`src/rtl/cpu_pkg.sv`:
```
// Shared CPU-side definitions: instruction memory geometry and the
// port-arbiter grant encoding.
package cpu_pkg;

  localparam int unsigned IMEM_AW    = 8;
  localparam int unsigned IMEM_DW    = 8;
  localparam int unsigned IMEM_DEPTH = 256;

  typedef enum logic [1:0] {
    GNT_NONE,
    GNT_FETCH,
    GNT_LOAD
  } imem_grant_e;

endpackage

```
`src/rtl/rr_arb2.sv`:
```
// Two-requester round-robin arbiter.
//   clk, reset : clock, synchronous active-high reset
//   req[1:0]   : requests (bit 0 fetch, bit 1 load)
//   gnt_c[1:0] : combinational one-hot grant
// On a tie the requester not granted most recently wins; history resets to
// "load last" so the first tie goes to requester 0.
module rr_arb2
  import cpu_pkg::*;
(
  input  logic       clk,
  input  logic       reset,
  input  logic [1:0] req,
  output logic [1:0] gnt_c
);

  logic last_load;
  logic last_load_nxt;

  // Grant selection and history update
  always_comb begin
    gnt_c         = 2'b00;
    last_load_nxt = last_load;
    if (req[0] && (!req[1] || last_load)) begin
      gnt_c[0]      = 1'b1;
      last_load_nxt = 1'b0;
    end else if (req[1]) begin
      gnt_c[1]      = 1'b1;
      last_load_nxt = 1'b1;
    end
  end

  // LastGrant register
  always_ff @(posedge clk) begin
    if (reset) begin
      last_load <= 1'b1;
    end else begin
      last_load <= last_load_nxt;
    end
  end

endmodule

```
`src/rtl/imem_port_arbiter.sv`:
```
// Shares the single instruction-memory port between CPU fetch and the
// program loader, with round-robin arbitration and a loader lock.
//   clk, reset          : clock, synchronous active-high reset
//   fetch_req/addr      : CPU read request
//   fetch_valid/data    : registered read response (one cycle after grant)
//   load_req/addr/data  : loader write request
//   load_ack            : registered write acknowledge
//   load_lock           : loader session; blocks fetch while high
//   cpu_stall_c         : fetch path must hold its request
//   write_count         : saturating per-session write count
//   mem_addr_c, mem_wr_data_c, mem_wr_en_c : combinational memory port
//   mem_rd_data         : combinational read data from memory
module imem_port_arbiter
  import cpu_pkg::*;
(
  input  logic               clk,
  input  logic               reset,
  input  logic               fetch_req,
  input  logic [IMEM_AW-1:0] fetch_addr,
  output logic               fetch_valid,
  output logic [IMEM_DW-1:0] fetch_data,
  input  logic               load_req,
  input  logic [IMEM_AW-1:0] load_addr,
  input  logic [IMEM_DW-1:0] load_data,
  output logic               load_ack,
  input  logic               load_lock,
  output logic               cpu_stall_c,
  output logic [IMEM_AW:0]   write_count,
  output logic [IMEM_AW-1:0] mem_addr_c,
  output logic [IMEM_DW-1:0] mem_wr_data_c,
  output logic               mem_wr_en_c,
  input  logic [IMEM_DW-1:0] mem_rd_data
);

  localparam int unsigned CW = IMEM_AW + 1;
  localparam logic [CW-1:0] CNT_MAX = CW'(IMEM_DEPTH);

  logic          fetch_elig;
  logic          load_elig;
  logic [1:0]    gnt;
  imem_grant_e   grant_c;
  logic          lock_prev;
  logic          lock_rise;
  logic [CW-1:0] count_nxt;

  // Requests are dropped during reset so nothing is granted or remembered
  assign fetch_elig = fetch_req & ~load_lock & ~reset;
  assign load_elig  = load_req & ~reset;

  rr_arb2 u_arb (
    .clk   (clk),
    .reset (reset),
    .req   ({load_elig, fetch_elig}),
    .gnt_c (gnt)
  );

  // Grant decode
  always_comb begin
    grant_c = GNT_NONE;
    if (gnt[0]) grant_c = GNT_FETCH;
    else if (gnt[1]) grant_c = GNT_LOAD;
  end

  // Memory port mux; the fetch address is presented whenever load is not granted
  always_comb begin
    mem_addr_c    = fetch_addr;
    mem_wr_data_c = load_data;
    mem_wr_en_c   = 1'b0;
    if (grant_c == GNT_LOAD) begin
      mem_addr_c  = load_addr;
      mem_wr_en_c = 1'b1;
    end
  end

  assign cpu_stall_c = reset | load_lock | (fetch_req & (grant_c != GNT_FETCH));

  // Session start clears the count before a same-cycle write is added
  assign lock_rise = load_lock & ~lock_prev;

  always_comb begin
    count_nxt = write_count;
    if (lock_rise) count_nxt = '0;
    if ((grant_c == GNT_LOAD) && (count_nxt != CNT_MAX)) count_nxt = count_nxt + CW'(1);
  end

  // Response registers, lock history and write counter
  always_ff @(posedge clk) begin
    if (reset) begin
      fetch_valid <= 1'b0;
      fetch_data  <= '0;
      load_ack    <= 1'b0;
      write_count <= '0;
      lock_prev   <= 1'b0;
    end else begin
      fetch_valid <= (grant_c == GNT_FETCH);
      load_ack    <= (grant_c == GNT_LOAD);
      if (grant_c == GNT_FETCH) fetch_data <= mem_rd_data;
      write_count <= count_nxt;
      lock_prev   <= load_lock;
    end
  end

endmodule

```
`config.mk`:
```
export PLATFORM = sky130hd
export DESIGN_NAME = imem_port_arbiter
export DESIGN_NICKNAME = d
export VERILOG_FILES = /design/src/rtl/cpu_pkg.sv /design/src/rtl/rr_arb2.sv /design/src/rtl/imem_port_arbiter.sv
export SDC_FILE = /design/constraint.sdc
export NUM_CORES = 1
export LEC_CHECK = 0
export BUFFER_PORTS_ARGS = -buffer_cell sky130_fd_sc_hd__buf_4
export CELL_PAD_IN_SITES_DETAIL_PLACEMENT = 2
export CELL_PAD_IN_SITES_GLOBAL_PLACEMENT = 2
export CORE_MARGIN = 3
export CORE_UTILIZATION = 19
export DETAILED_ROUTE_END_ITERATION = 8
export PLACE_DENSITY_LB_ADDON = 0.1
export SLEW_MARGIN = 20
export SYNTH_ARGS = -nofsm -noshare
export SYNTH_HDL_FRONTEND = slang
export SYNTH_SLANG_ARGS = --single-unit
```
`constraint.sdc`:
```
create_clock -name clk -period 2 [get_ports clk]
set_input_delay 0.2 -clock clk [delete_from_list [all_inputs] [get_ports clk]]
set_output_delay 0.2 -clock clk [all_outputs]
set_load 0.005 [all_outputs]
```
Word level (Yosys, flattened, before mapping)
Cells that the tools add are included.

operators by class
  bitwise gates (word level) = 10
  mux-type cells = 11
  eq/ne operators = 4
  $add $sub $neg = 1
  reductions and logical operators = 5

operator list
  cell                                                   count
  2-to-1 mux 9 bit                                       2
  adder 9 x 1 -> 9 bit, second input constant            1
  inequality test 9 bit, second input constant           1
  2-to-1 mux 8 bit                                       1
  2-to-1 mux 1 bit                                       6
  bitwise AND 1 bit                                      5
  2-to-1 mux 2 bit                                       2
  NOT 1 bit                                              3
  == test 2 x 1 -> 1 bit, second input constant          1
  == test 2 bit, second input constant                   1
  logical AND 1 bit                                      2
  inequality test 2 x 1 -> 1 bit, second input constant  1
  bitwise OR 1 bit                                       2
  nonzero test 2 bit                                     1
  zero test 1 bit                                        1
  logical OR 1 bit                                       1

storage, ports and cells
  logic and storage cells = 37
  output and inout port bits = 37
  flip-flop bits (word level) = 21
  input bits = 37

Logic depth before layout (Yosys ltp)
  depth after elaboration = 11
  mapped depth = 8
  depth with buffers taken out = 8

By module
Synthesis repeated with hierarchy kept, for this count alone.

second synthesis, totals
  cell total of the unflattened synthesis = 140
  area, all modules = 1092.3 um^2

modules (own cells, without submodules)
  module             cells each  times used  area each (um^2)  seq. area each (um^2)
  imem_port_arbiter  133         1           1037.2            400.4
  rr_arb2            7           1           55.1              20.0

Worst setup path after synthesis
No wires, ideal clock.

  path type = register to register
  start = register lock_prev
  end = register write_count[2]
  setup slack = 0.131 ns
  period minus slack after synthesis = 1.869 ns
  required time = 1.941 ns
  arrival = 1.809 ns
  buffers on the path = 0
  setup time = 0.059 ns
  cell stages (with the launch flop) = 9
  cell sequence = dfxtp_1 or2b_1 and2_1 inv_1 ha_1 nor4b_1 nand3_1 a311oi_1 a41o_1

between the ends
  cells in the longest elaborated chain, start to end = 6
  elaborated cells on any way between the ends = 7
  classes of those cells = 1 x add/sub; 1 x eq/ne; 2 x mux; 2 x bitwise; 1 x reduce/logical

ends and longest elaborated chain
  what                                                          RTL line                 text
  start, declared                                               imem_port_arbiter.sv:42  logic lock_prev;
  start signal, assigned                                        imem_port_arbiter.sv:99  lock_prev <= load_lock;
  NOT 1 bit (*)                                                 imem_port_arbiter.sv:78  assign lock_rise = load_lock & ~lock_prev;
  bitwise AND 1 bit (*)                                         imem_port_arbiter.sv:78
  2-to-1 mux 9 bit (*)                                          imem_port_arbiter.sv:82  if (lock_rise) count_nxt = '0;
  branches (longest 2 deep; another with adder 9 x 1 -> 9 bit)  --
  2-to-1 mux 9 bit (*)                                          imem_port_arbiter.sv:83  if ((grant_c == GNT_LOAD) && (count_nxt != CNT_MAX)) count_nxt = count_nxt + CW'(1);
  end signal, assigned                                          imem_port_arbiter.sv:98  write_count <= count_nxt;
  end, declared                                                 imem_port_arbiter.sv:28  output logic [IMEM_AW:0] write_count,

Mark *: on every way between the ends.
A chain may end at the register's enable or synchronous reset.

Worst setup path in the final report
Same ends and word-level chain as after synthesis.

==> summary.md <==
| Metric | Value |
|---|---|
| Max-cap violations | 0 |
| Crit. path cell count | 8 |
| TritonCTS clock tree | yes |
| FF+latch count, synth | 21 |
| HPWL Detailed | 3090 um |
| WP data arrival | 2090 ps |
| Crit path launch type | flop |
| Routability cong. | 0.691 |
| Syn Area/Cell | 8.03 um2 |
| R2r worst-path depth | 8 |
| Worst slew pin tran | 546 ps |
| GRT overflow | 0 |
| Sequential share of the synthesized area | 38.2% |
| TNS Setup | 0 ps |
| Vias in the first global route | 1310 |
| Post-CTS setup buffers | 0 |
| Yosys Warn Count | 0 |
| DRC violations left | 0 |
| Final min period | 1880 ps |
| Antenna diodes | 0 |
| Critical Path Fanout Max | 5 |
| First-pass GRT wire length | 6330 um |
| Crit path largest cell delay | 310 ps |
| R2r startpoint | lock_prev |
| Ys async rst share | 0% |
| Final WL | 3890 um |
| Fin area | 1650 um2 |
| Clock tree buffer depth | 2 |
| Hold Path Stages | 3 |
| Final Skew | 1.41 ps |
| Initial antenna violation count | 0 |
| Pwr Total | 898 uW |
| Lkg Pwr | 0.860 nW |
| Clock root cell | clkbuf_8 |
| Initial core utilization | 19.9% |
| Setup Viol. Count Final | 0 |
| Pwr Density | 546 nW/um2 |
| Crit path from | lock_prev |
| Worst path bufs/invs | 1 |
| CTS clk-pin slew, worst paths | 80 ps |
| Final Cycle Share | 93.9% |
| RR Endpoint | write_count[2] |
| Fraction of layout cells with a size suffix above 1 | 37.4% |
| Outcome | completed |
| Worst EP required | 2210 ps |
| Die boundary height | 82.1 um |
| Chip width | 82.1 um |
| Top Ports | 74 |
| Synth Cell Area | 1100 um2 |
| CTS Sinks | 21 |
| Crit path kind | reg -> reg |
| Post-synth EDFFs | 0 |
| Max VDD drop | 0.168 mV |
| Antenna Nets Post-Route | 0 |
| Worst setup path endpoint | write_count[2] |
| Core box area | 5540 um2 |
| CP delay by family, top | simple AND/OR/NAND/NOR gates |
| Worst reg2reg setup slack | 120 ps |
| Crit-path cells | or2b_1, and2_1, inv_1, ha_1, nor4b_4, nand3_2, a311oi_2, a41o_1 |
| CTS buffer count | 3 |
| F_max | 532 MHz |
| Worst Setup End Kind | flop |
| Mapped Cells | 137 |
| Worst-skew pair later-pin latency | 260 ps |
| Pins Over Slew Limit | 0 |
| P&R area growth vs syn | 49.6% |
| Slowest-stage cell, CP | dfxtp_1 |
| Hold Fails Final Rpt | 0 |
| First-pass iteration count of the detailed router | 4 |
| Number of port buffers | 57 |
| Core Rows | 27 |
| Largest net degree at the start of global routing | 21 |
| Mapped Nets | 176 |
| Full die area | 6740 um2 |
| DRT iter0 DRCs | 21 |
| Vias per Instance | 4.48 |
| DR vias | 1175 |
| Rel. slew slack | 63.5% |
| Worst hold path type | in -> reg |
| H-tree level count | 1 |
| WL per Instance | 14.9 um |
| Post-synth top flop | dfxtp_1 |
| Nets | 230 |
| Gr usage total | 12.3% |
| Count of different cell masters after synthesis | 33 |
| Post-placement cell area | 1570 um2 |
| FILL cells | 641 |
[cells in the final DEF, fill, tap and decap left out, drive strengths merged, types with 3 or more instances in the layout]
cell | netlist | final
dfxtp | 21 | 21
clkbuf | 3 | 4
mux2i | 10 | 10
nand2 | 31 | 31
nor2 | 12 | 12
a21oi | 3 | 3
nand4 | 5 | 5
buf | 11 | 63
inv | 6 | 6
nand2b | 3 | 3
nand3 | 4 | 4
[cell families after synthesis]
family,Yosys count,share of synthesized area [%]
buf+inv,20,10.1
xor+xnor,1,0.797
simple gates,69,29.9
flops,21,38.2
compound gates,14,9.56
fa+ha+maj,2,2.27
mux,10,9.10
[per-stage QoR]
stage / utilization (%) / std cells / hold slack [ps] / setup slack [ps]
floorplan: - / 137 / 328 / 131
CTS: 29.3 / 262 / 160 / 21.0
finish: 29.7 / 262 / 163 / 122
detailed placement: 28.4 / 258 / 400 / -89.5
global placement: 28.4 / 258 / 400 / 62.5
global route: 29.7 / 262 / 177 / -13.7
[metal layers]
layer | GRT usage [%] | share of wire [%] | vias up
li1 | - | - | 562
met1 | 13.8 | 42 | 556
met2 | 22.1 | 47 | 53
met3 | 2.85 | 9.1 | 4
met4 | 4.98 | 1.5 | 0
met5 | 0 | 0 | -
[worst register-to-register path, stage by stage (launching register included)]
cell and delay (ps):
dfxtp_1 310, or2b_1 260, and2_1 190, inv_1 80, ha_1 160, nor4b_4 230
nand3_2 170, a311oi_2 300, a41o_1 110
[final cells by class]
type                            instances  area [um2]  share of cell area (%)
Clock buffer                            4        45.0                    2.74
Inverter                                6        22.5                    1.37
Sequential cell                        21         420                    25.6
Timing Repair Buffer                   63         473                    28.7
Multi-Input combinational cell         96         594                    36.1
Tap cell                               72        90.1                    5.48
[worst min-delay path by stage]
| stage | from | end | slack (ps) |
|---|---|---|---|
| floorplan | load_lock | lock_prev | 330 |
| global placement | load_data[2] | mem_wr_data_c[2] | 400 |
| detailed placement | load_data[2] | mem_wr_data_c[2] | 400 |
| CTS | mem_rd_data[5] | fetch_data[5] | 160 |
| global route | mem_rd_data[6] | fetch_data[6] | 180 |
| finish | mem_rd_data[6] | fetch_data[6] | 160 |
[registers in the layout, summed over array words and instances, names as in the netlist]
signal	cells
fetch_valid	1
lock_prev	1
u_arb.last_load	1
load_ack	1
write_count	9
fetch_data	8
[cells in the mapped netlist (all sizes together) (2+ instances only)]
library cell / number / area, um2
buf: 11 / 77.6
nand2: 31 / 116
and3: 2 / 12.5
nand4: 5 / 31.3
nand3: 4 / 20.0
a31o: 2 / 17.5
dfxtp: 21 / 420
mux2i: 10 / 100
nand2b: 3 / 18.8
nor2b: 2 / 12.5
inv: 6 / 22.5
a311oi: 2 / 17.5
a41o: 2 / 20.0
clkbuf: 3 / 11.3
nor4b: 2 / 17.5
a21oi: 3 / 15.0
nor2: 12 / 45.0
ha: 2 / 25.0
[report_power, final]
part           switching, mW  internal [mW]  total (mW)  leakage [nW]
registers            0.00808          0.429       0.437         0.171
logic                 0.0699         0.0977       0.168         0.667
clock network          0.151          0.142       0.293        0.0228
[repair_timing]
item                       CTS  global route
setup endpoints to repair    2             2
resized for setup            1             3
hold buffers                 0             0
No activity file was read; power rests on OpenSTA's default activity.
